**config.mk**
```make
export PLATFORM = sky130hd
export DESIGN_NAME = add4_acc_flat
export DESIGN_NICKNAME = d
export VERILOG_FILES = /design/src/rtl/add4_acc_if.sv /design/src/rtl/add4_acc.sv /design/src/flat_wrapper.sv
export SDC_FILE = /design/constraint.sdc
export NUM_CORES = 1
export LEC_CHECK = 0
export CORE_MARGIN = 10
export CORE_UTILIZATION = 40
export DETAILED_ROUTE_END_ITERATION = 10
export PLACE_DENSITY = 0.72
export SETUP_SLACK_MARGIN = 0.4
export SYNTH_ARGS = -nofsm -noshare
export SYNTH_HDL_FRONTEND = slang
export SYNTH_SLANG_ARGS = --single-unit
```
**constraint.sdc**
```tcl
create_clock -name clk -period 5.1 [get_ports clk]
set_input_delay 0.765 -clock clk [delete_from_list [all_inputs] [get_ports clk]]
set_output_delay 0.765 -clock clk [all_outputs]
set_load 0.005 [all_outputs]
```
**src/rtl/add4_acc_if.sv**
```systemverilog
// ---------------------------------------------------------------------------
// add4_acc_if
//
// Purpose: bundles the operand and result handshakes of the add4_acc
// accumulator stage, together with its batch control and status signals.
//
// Signals:
//   start      batch start request                (master -> slave)
//   in_valid   operand valid                      (master -> slave)
//   in_data    4-bit operand, bit 0 = LSB         (master -> slave)
//   in_ready   operand accepted when high         (slave  -> master)
//   out_valid  batch result valid                 (slave  -> master)
//   out_ready  consumer accepts the result        (master -> slave)
//   acc        running / final 4-bit sum          (slave  -> master)
//   carries    count of adder carry-outs          (slave  -> master)
//   ovf        sticky batch overflow              (slave  -> master)
//   busy       high while a batch is in flight    (slave  -> master)
//
// Modports:
//   master  producer/consumer side (drives start, operands, out_ready)
//   slave   accumulator side (add4_acc)
// ---------------------------------------------------------------------------
interface add4_acc_if #(
    parameter int CW = 4
) ();
    logic          start;
    logic          in_valid;
    logic [3:0]    in_data;
    logic          in_ready;
    logic          out_valid;
    logic          out_ready;
    logic [3:0]    acc;
    logic [CW-1:0] carries;
    logic          ovf;
    logic          busy;

    modport master (
        output start,
        output in_valid,
        output in_data,
        output out_ready,
        input  in_ready,
        input  out_valid,
        input  acc,
        input  carries,
        input  ovf,
        input  busy
    );

    modport slave (
        input  start,
        input  in_valid,
        input  in_data,
        input  out_ready,
        output in_ready,
        output out_valid,
        output acc,
        output carries,
        output ovf,
        output busy
    );
endinterface

```
**src/rtl/add4_acc.sv**
```systemverilog
// ---------------------------------------------------------------------------
// add4_acc
//
// Purpose: sequential accumulator placed behind a 4-bit ripple-carry adder.
// A batch of NOPS operands is accepted over a valid/ready handshake; each one
// is added to the running 4-bit total, the sum is registered back as the new
// total and carry-outs are counted. When the batch is complete the result is
// offered to a consumer over a second valid/ready handshake.
//
// Without overflow the true batch sum is carries*16 + acc.
//
// Parameters:
//   NOPS  operands per batch, 1..15
//   CW    width of the carry counter
//
// Ports:
//   clk   rising-edge clock
//   rst   synchronous, active-high reset
//   bus   add4_acc_if.slave (start, operand handshake, result handshake,
//         acc / carries / ovf / busy status)
//
// Configuration macro:
//   ADD4_ACC_SAT_EN  when defined, a carry-out clamps acc to 4'hF and sets
//                    ovf instead of counting carries (carries stays 0).
//                    When undefined, acc wraps and carries are counted.
//
// All outputs are registered.
// ---------------------------------------------------------------------------
module add4_acc #(
    parameter int NOPS = 4,
    parameter int CW   = 4
) (
    input logic        clk,
    input logic        rst,
    add4_acc_if.slave  bus
);

    typedef enum logic [1:0] {
        IDLE  = 2'd0,
        ACCUM = 2'd1,
        DONE  = 2'd2
    } state_t;

    // Value of the op counter when the final operand of a batch is accepted.
    localparam logic [3:0] OPS_LAST = 4'(NOPS - 1);

`ifndef ADD4_ACC_SAT_EN
    localparam logic [CW-1:0] CARRY_MAX = '1;
`endif

    state_t        state_q,     state_d;
    logic [3:0]    acc_q,       acc_d;
    logic [CW-1:0] carries_q,   carries_d;
    logic          ovf_q,       ovf_d;
    logic [3:0]    op_cnt_q,    op_cnt_d;
    logic          in_ready_q,  in_ready_d;
    logic          out_valid_q, out_valid_d;
    logic          busy_q,      busy_d;

    logic [3:0]    add_sum;
    logic          add_cout;
    logic          take_op;

    // The Add4 datapath: a 4-bit ripple-carry adder built from full-adder
    // cells, fed with the running total and the incoming operand. The carry
    // ripples through a block-local variable so there is no combinational
    // vector feeding back on itself.
    always_comb begin
        logic c;
        c       = 1'b0;
        add_sum = 4'h0;
        for (int i = 0; i < 4; i++) begin
            add_sum[i] = acc_q[i] ^ bus.in_data[i] ^ c;
            c          = (acc_q[i] & bus.in_data[i]) | (c & (acc_q[i] ^ bus.in_data[i]));
        end
        add_cout = c;
    end

    // in_ready is registered and only ever high in ACCUM, so it doubles as
    // the "operand may be taken" qualifier.
    assign take_op = bus.in_valid & in_ready_q;

    // Next-state and next-output logic. Every register holds by default; only
    // the transitions below change anything, which is what keeps the result
    // stable in DONE and after returning to IDLE.
    always_comb begin
        state_d     = state_q;
        acc_d       = acc_q;
        carries_d   = carries_q;
        ovf_d       = ovf_q;
        op_cnt_d    = op_cnt_q;
        in_ready_d  = in_ready_q;
        out_valid_d = out_valid_q;
        busy_d      = busy_q;

        case (state_q)
            IDLE: begin
                if (bus.start) begin
                    state_d    = ACCUM;
                    acc_d      = 4'h0;
                    carries_d  = '0;
                    ovf_d      = 1'b0;
                    op_cnt_d   = 4'h0;
                    in_ready_d = 1'b1;
                    busy_d     = 1'b1;
                end
            end

            ACCUM: begin
                if (take_op) begin
                    acc_d    = add_sum;
                    op_cnt_d = op_cnt_q + 4'd1;
                    if (add_cout) begin
`ifdef ADD4_ACC_SAT_EN
                        // Clamp: F + x still carries for any x != 0, so the
                        // total stays pinned at F for the rest of the batch.
                        acc_d = 4'hF;
                        ovf_d = 1'b1;
`else
                        // A carry arriving while the counter is already full
                        // cannot be represented: hold the count, flag ovf.
                        if (carries_q == CARRY_MAX) begin
                            ovf_d = 1'b1;
                        end else begin
                            carries_d = carries_q + 1'b1;
                        end
`endif
                    end
                    if (op_cnt_q == OPS_LAST) begin
                        state_d     = DONE;
                        in_ready_d  = 1'b0;
                        out_valid_d = 1'b1;
                    end
                end
            end

            DONE: begin
                if (bus.out_ready) begin
                    state_d     = IDLE;
                    out_valid_d = 1'b0;
                    busy_d      = 1'b0;
                end
            end

            default: begin
                state_d     = IDLE;
                in_ready_d  = 1'b0;
                out_valid_d = 1'b0;
                busy_d      = 1'b0;
            end
        endcase
    end

    // State and output registers with synchronous reset; a reset in the
    // middle of a batch simply throws the batch away.
    always_ff @(posedge clk) begin
        if (rst) begin
            state_q     <= IDLE;
            acc_q       <= 4'h0;
            carries_q   <= '0;
            ovf_q       <= 1'b0;
            op_cnt_q    <= 4'h0;
            in_ready_q  <= 1'b0;
            out_valid_q <= 1'b0;
            busy_q      <= 1'b0;
        end else begin
            state_q     <= state_d;
            acc_q       <= acc_d;
            carries_q   <= carries_d;
            ovf_q       <= ovf_d;
            op_cnt_q    <= op_cnt_d;
            in_ready_q  <= in_ready_d;
            out_valid_q <= out_valid_d;
            busy_q      <= busy_d;
        end
    end

    assign bus.in_ready  = in_ready_q;
    assign bus.out_valid = out_valid_q;
    assign bus.acc       = acc_q;
    assign bus.carries   = carries_q;
    assign bus.ovf       = ovf_q;
    assign bus.busy      = busy_q;

endmodule

```
**src/flat_wrapper.sv**
```systemverilog
// flat-port wrapper written by rule: the top's interface ports become plain ports
module add4_acc_flat 
#(
    parameter int NOPS = 4,
    parameter int CW   = 4
)
  (clk, rst, bus_start, bus_in_valid, bus_in_data, bus_out_ready, bus_in_ready, bus_out_valid, bus_acc, bus_carries, bus_ovf, bus_busy);
  add4_acc_if #(.CW(CW)) bus_i ();
  input logic clk;
  input logic rst;
  input wire logic [$bits(bus_i.start)-1:0] bus_start;
  input wire logic [$bits(bus_i.in_valid)-1:0] bus_in_valid;
  input wire logic [$bits(bus_i.in_data)-1:0] bus_in_data;
  input wire logic [$bits(bus_i.out_ready)-1:0] bus_out_ready;
  output wire logic [$bits(bus_i.in_ready)-1:0] bus_in_ready;
  output wire logic [$bits(bus_i.out_valid)-1:0] bus_out_valid;
  output wire logic [$bits(bus_i.acc)-1:0] bus_acc;
  output wire logic [$bits(bus_i.carries)-1:0] bus_carries;
  output wire logic [$bits(bus_i.ovf)-1:0] bus_ovf;
  output wire logic [$bits(bus_i.busy)-1:0] bus_busy;
  assign bus_i.start = bus_start;
  assign bus_i.in_valid = bus_in_valid;
  assign bus_i.in_data = bus_in_data;
  assign bus_i.out_ready = bus_out_ready;
  assign bus_in_ready = bus_i.in_ready;
  assign bus_out_valid = bus_i.out_valid;
  assign bus_acc = bus_i.acc;
  assign bus_carries = bus_i.carries;
  assign bus_ovf = bus_i.ovf;
  assign bus_busy = bus_i.busy;
  add4_acc #(.NOPS(NOPS), .CW(CW)) u_core (.clk(clk), .rst(rst), .bus(bus_i));
endmodule
```
==> flow_summary.toml, run 1 <==
[status]
outcome = "completed"

[synth]
yosys_most_used_dff = "dfxtp_1"
synthTopCellsByArea = "dfxtp_1, a21oi_1, fa_1"
syn-num-nets = 117
synth_top_area_cell = "dfxtp_1"
yosys_warnings = 0
netlist_instances = 102
synth_top_cell_area_share_pct = 39.2
seq_area_frac_synth_pct = 39.2
synth-edff-count = 0
async_reset_ff_share_pct = 0
synth_area_per_cell_um2 = 9.02
synth-seq-cells = 18
synthesis.area_um2 = 920
synth_cell_types = 34

[clock_tree]
cts_buffer_depth = 2
htree_levels = 1
postCtsSetupBuffers = 0
cts_buffers = 3
cts_root_buf = "clkbuf_4"
cts_sinks = 18
clkTransAtPathRegs_ns = 0.11
cts_resized = 0
worstSkewPairLatency_ns = 0.29
cts_tree = "done"
postCtsHoldBufs = 0

[power_and_ir_drop]
seq_power_share_pct = 52.8
netSwitchingFraction_pct = 27.0
p_int_mw = 0.218
pwr-share-clk_pct = 29.4
p_leak_nw = 0.414
power_density_mw_per_mm2 = 254
total_switching_power_mw = 0.0803
ir_drop_uv = 169
pwr-share-comb_pct = 17.8

[run]
max_cap_viol_count = 0

[critical_path]
endpoint = "u_core.bus.acc[3]"
crit_fanout = 1
worstPathRequired_ns = 5.33
cp-startpoint = "bus_in_data[0]"
worstSetupPathType = "input pin to flop"
r2r-end = "u_core.bus.acc[3]"
rr_worst_depth = 8
worst_ep_arrival_time_ns = 3.08
cp-end-kind = "flop"
reg2reg_from = "u_core.bus.acc[0]"
reg2reg_slack_ns = 2.77
worstSetupStartpointType = "input pin"

[sta]
skew_ns = 0.00608
rsz0062_at_grt = "no"
period_minus_slack_ns = 2.85
relSlewSlack_pct = 64.2
finalCritPeriodShare_pct = 55.8
hold_violations = 0
fin_tns_setup_ns = 0
worst_slew_pin_slew_ns = 0.537
final-max-slew-violation-count = 0
setup_viol = 0
fmax_ghz = 0.351

[route]
ant_nets = 0
firstDrtPassIters = 4
wl_per_cell_um = 14.5
drt_wl_total_um = 2200
vias = 833
avgViaCountPerCell = 5.52
drtIter0Drc = 55
drcViolationCount = 0

[placement]
gp_congestion = 0.795
hpwl_um = 1630
dp_cells = 147
io_buffers = 20

[worst_hold_path]
hp-class = "flop to flop"

[finish]
fill_cells = 212
drive_gt1_share_pct = 5.69
multi_input_area_um2 = 513
final_cell_mix = "clkdlybuf4s50_1, dfxtp_1, a21oi_1, nor2_1, nand2_1"
syn_to_final_growth_pct = 27.3
seqCellArea_um2 = 360
num_antenna_cells = 0
layout_commonest_cell = "clkdlybuf4s50_1"
nets = 139
instances_no_fill = 151

[grt]
grt-ovfl-total = 0
grt_usage_pct = 10.0
grt_pass1_wl_um = 3570
grt_pass1_vias = 808
antenna_found_initial = 0
grt_max_degree = 15

[die]
start_util_pct = 42.0
die-width_um = 68.0
dieArea_mm2 = 0.00462
num_io_pins = 21
core_area_mm2 = 0.00219
dieHeight_um = 68.0
rows = 17
-- final cells by class --
type	count	share of cell area (%)
Clock buffer	4	3.10
Tap cell	28	2.99
Timing Repair Buffer	20	17.1
Inverter	7	2.24
Multi-Input combinational cell	74	43.8
Sequential cell	18	30.8
-- how the worst min path moves through the flow --
stage                          from  depth (start not counted)                    to  slack, ns
6_report       u_core.bus.out_valid                          2  u_core.bus.out_valid       0.48
2_1_floorplan    u_core.op_cnt_q[1]                          2    u_core.op_cnt_q[1]       0.45
3_5_place_dp   u_core.bus.out_valid                          2  u_core.bus.out_valid       0.47
4_1_cts        u_core.bus.out_valid                          2  u_core.bus.out_valid       0.48
3_3_place_gp   u_core.bus.out_valid                          2  u_core.bus.out_valid       0.45
5_1_grt          u_core.op_cnt_q[1]                          2    u_core.op_cnt_q[1]       0.52
-- routing by layer --
metal,track usage (%),wire [um],vias up
met5,0,0,-
met4,7.04,65,0
met3,4.40,149,8
met2,15.6,1000,25
met1,10.8,975,394
li1,-,-,406
-- synthesized netlist by cell type, types with 2 or more instances --
library cell / count
a21oi_1: 15
inv_1: 7
ha_1: 3
fa_1: 3
nor2_1: 10
nand2b_1: 2
nand2_1: 8
nor4b_1: 2
xnor2_1: 2
o21ai_0: 2
dfxtp_1: 18
nand4b_1: 3
nand4_1: 5
nand3_1: 2
-- worst max-delay path, stage by stage --
cell and delay (ns):
clkdlybuf4s50_1 0.40, ha_1 0.19, fa_1 0.37, fa_1 0.36
inv_1 0.08, fa_1 0.42, nor4b_1 0.33, a21oi_1 0.07
nor2_1 0.09
-- state kept, by name (all words and copies together) (netlist names) --
signal	cells
u_core.bus.acc	4
u_core.bus.carries	4
u_core.op_cnt_q	4
u_core.state_q	2
u_core.bus.busy	1
u_core.bus.in_ready	1
u_core.bus.out_valid	1
u_core.bus.ovf	1
-- power by group through the flow --
stage / Combinational (mW) / Clock (mW) / Sequential, mW
2_1_floorplan: 0.0321 / 0 / 0.157
3_3_place_gp: 0.0523 / 0 / 0.160
3_5_place_dp: 0.0529 / 0 / 0.160
4_1_cts: 0.0534 / 0.0907 / 0.157
5_1_grt: 0.0587 / 0.0959 / 0.159
6_report: 0.0530 / 0.0877 / 0.157
-- cells by family (layout without fill, tap and decap cells) --
kind of cell | count (synthesis) | count (layout) | synth area share [%]
and+or+nand+nor | 37 | 37 | 21.8
DFF | 18 | 18 | 39.2
AOI/OAI and AO/OA | 28 | 28 | 20.5
buffers and inverters | 10 | 31 | 5.03
xor gates and xnor gates | 3 | 3 | 2.86
adders and majority gates | 6 | 6 | 10.6
-- stage by stage --
step                      worst slack (ns)  power (mW)  hold WS, ns  area [um2]  utilization (%)
after floorplan                       2.51       0.190        0.449         920                -
after global placement                1.96       0.213        0.447        1130             51.8
after detailed placement              1.94       0.213        0.465        1130             51.8
after CTS                             2.22       0.301        0.480        1170             53.5
after global routing                  2.09       0.314        0.519        1170             53.5
final                                 2.25       0.298        0.476        1170             53.5
No activity file was read; power rests on OpenSTA's default activity.
==> run 2, diff against run 1 <==
--- a/config.mk
+++ b/config.mk
@@ -8,7 +8,7 @@
 export CORE_MARGIN = 10
 export CORE_UTILIZATION = 40
 export DETAILED_ROUTE_END_ITERATION = 10
-export PLACE_DENSITY = 0.72
+export PLACE_DENSITY = 0.75
 export SETUP_SLACK_MARGIN = 0.4
 export SYNTH_ARGS = -nofsm -noshare
 export SYNTH_HDL_FRONTEND = slang
==> constraint.sdc (replaced) <==
create_clock -name clk -period 2.4 [get_ports clk]
set_input_delay 0.36 -clock clk [delete_from_list [all_inputs] [get_ports clk]]
set_output_delay 0.36 -clock clk [all_outputs]
set_load 0.005 [all_outputs]
==> flow_summary.toml, run 2 (same netlist as run 1, synthesis figures left out) <==
[route]
firstDrtPassIters = 6
vias = 821
wl_per_cell_um = 14.3
drt_wl_total_um = 2220
ant_nets = 0
avgViaCountPerCell = 5.30
drcViolationCount = 0
drtIter0Drc = 19

[finish]
nets = 143
syn_to_final_growth_pct = 36.6
fin_area_mm2 = 0.00126
instances_no_fill = 155
final_cell_mix = "clkdlybuf4s50_1, dfxtp_1, a21oi_1, nor2_1, nand2_1"
layout_commonest_cell = "clkdlybuf4s50_1"
fill_cells = 201
drive_gt1_share_pct = 17.3
num_antenna_cells = 0

[critical_path]
reg2reg_slack_ns = 0.28
crit_fanout = 2
worstSetupStartpointType = "flop"
worstPathRequired_ns = 2.63
endpoint = "u_core.bus.acc[3]"
worstSetupPathType = "flop to flop"
rr_worst_depth = 8
r2r-end = "u_core.bus.acc[3]"
cp-end-kind = "flop"
cp-startpoint = "u_core.bus.acc[0]"
reg2reg_from = "u_core.bus.acc[0]"
worst_ep_arrival_time_ns = 2.35

[placement]
dp_cells = 147
dpl_cell_area_mm2 = 0.00117
io_buffers = 20
pre_cts_ws_ns = -0.245
gp_congestion = 0.805
hpwl_um = 1630

[sta]
finalCritPeriodShare_pct = 88.5
setup_viol = 0
skew_ns = 0.00830
whs_ns = 0.458
rsz0062_at_grt = "yes"
fmax_ghz = 0.471
fin_tns_setup_ns = 0
relSlewSlack_pct = 64.7
final-max-slew-violation-count = 0
setup_slack_ns = 0.276
hold_violations = 0
period_minus_slack_ns = 2.12
worst_slew_pin_slew_ns = 0.529

[clock_tree]
worstSkewPairLatency_ns = 0.29
cts_buffers = 3
postCtsHoldBufs = 0
clkTransAtPathRegs_ns = 0.10
cts_root_buf = "clkbuf_4"
cts_buffer_depth = 2
cts_sinks = 18
htree_levels = 1
cts_tree = "done"

[grt]
grt_max_degree = 15
grt-ovfl-total = 0
grt_pass1_vias = 859
antenna_found_initial = 0
grt_pass1_wl_um = 3690
grt_usage_pct = 10.1

[die]
core_area_mm2 = 0.00219
dieHeight_um = 68.0
rows = 17
dieArea_mm2 = 0.00462
start_util_pct = 42.0
die-width_um = 68.0
num_io_pins = 21

[power_and_ir_drop]
p_leak_nw = 0.447
ir_drop_uv = 294
power_density_mw_per_mm2 = 510

[worst_hold_path]
hp-start = "u_core.bus.out_valid"
hp-class = "flop to flop"

[status]
outcome = "completed"

[run]
max_cap_viol_count = 0
## run 2: changes by cell type in the layout (fill, tap and decap cells not counted), sizes merged
cell           delta
buf               +4
clkdlybuf4s50     -2
dlygate4sd2       +2
## run 2: worst min-delay path by stage
stage                                 endpoint  slack (ns)  cells after the start
final                     u_core.bus.out_valid        0.46                      2
after global routing      u_core.bus.out_valid        0.49                      2
after floorplan             u_core.op_cnt_q[1]        0.45                      2
after CTS                 u_core.bus.out_valid        0.46                      2
after global placement    u_core.bus.out_valid        0.45                      2
after detailed placement  u_core.bus.out_valid        0.45                      2
## run 2: worst max-delay path, cell delays in order, from the launching register on
cell and delay (ns):
dfxtp_2 0.34, ha_4 0.16, fa_2 0.35, fa_2 0.34
inv_2 0.06, fa_2 0.44, nor4b_4 0.22, a21oi_1 0.06
nor2_1 0.09
## run 2: per-stage QoR
stage                     power, mW  utilization, %
final                         0.641            57.3
after global routing          0.676            57.3
after CTS                     0.648            56.6
after detailed placement      0.458            53.5
after global placement        0.456            53.5
after floorplan               0.407               -
## run 2: routing by layer
| layer | track usage, % | vias to the layer above | share of wire [%] |
|---|---|---|---|
| met3 | 4.08 | 2 | 9.8 |
| li1 | - | 417 | - |
| met4 | 4.77 | 0 | 0.76 |
| met5 | 0 | - | 0 |
| met1 | 11.1 | 375 | 44 |
| met2 | 16.5 | 27 | 46 |
## run 2: what timing repair did
item                                    in CTS  in global routing
pin swaps                                    4                  3
buffers inserted                             3                  1
gates resized for setup                      4                  1
endpoints found under the setup margin       6                  6
## run 2: power breakdown
| group | leakage [nW] | switching, mW | internal (mW) |
|---|---|---|---|
| logic | 0.279 | 0.0604 | 0.0626 |
| clock network | 0.0210 | 0.0899 | 0.0923 |
| registers | 0.147 | 0.0219 | 0.313 |
| total | 0.447 | 0.172 | 0.468 |
## run 2: layout make-up
type                       count  area [um2]  area share [%]
multi-input combinational     74         569            45.3
sequential                    18         362            28.8
tap                           28        35.0            2.79
timing repair buffer          24         228            18.1
inverter                       7        26.3            2.09
clock buffer                   4        36.3            2.89
==> run 3, diff against run 2 <==
--- a/config.mk
+++ b/config.mk
@@ -7,6 +7,7 @@
 export LEC_CHECK = 0
 export CORE_MARGIN = 10
 export CORE_UTILIZATION = 40
+export CTS_CLUSTER_DIAMETER = 60
 export DETAILED_ROUTE_END_ITERATION = 10
 export PLACE_DENSITY = 0.75
 export SETUP_SLACK_MARGIN = 0.4
==> results of run 3 <==
No change in the layout: final DEF, timing and power equal those of run 2.
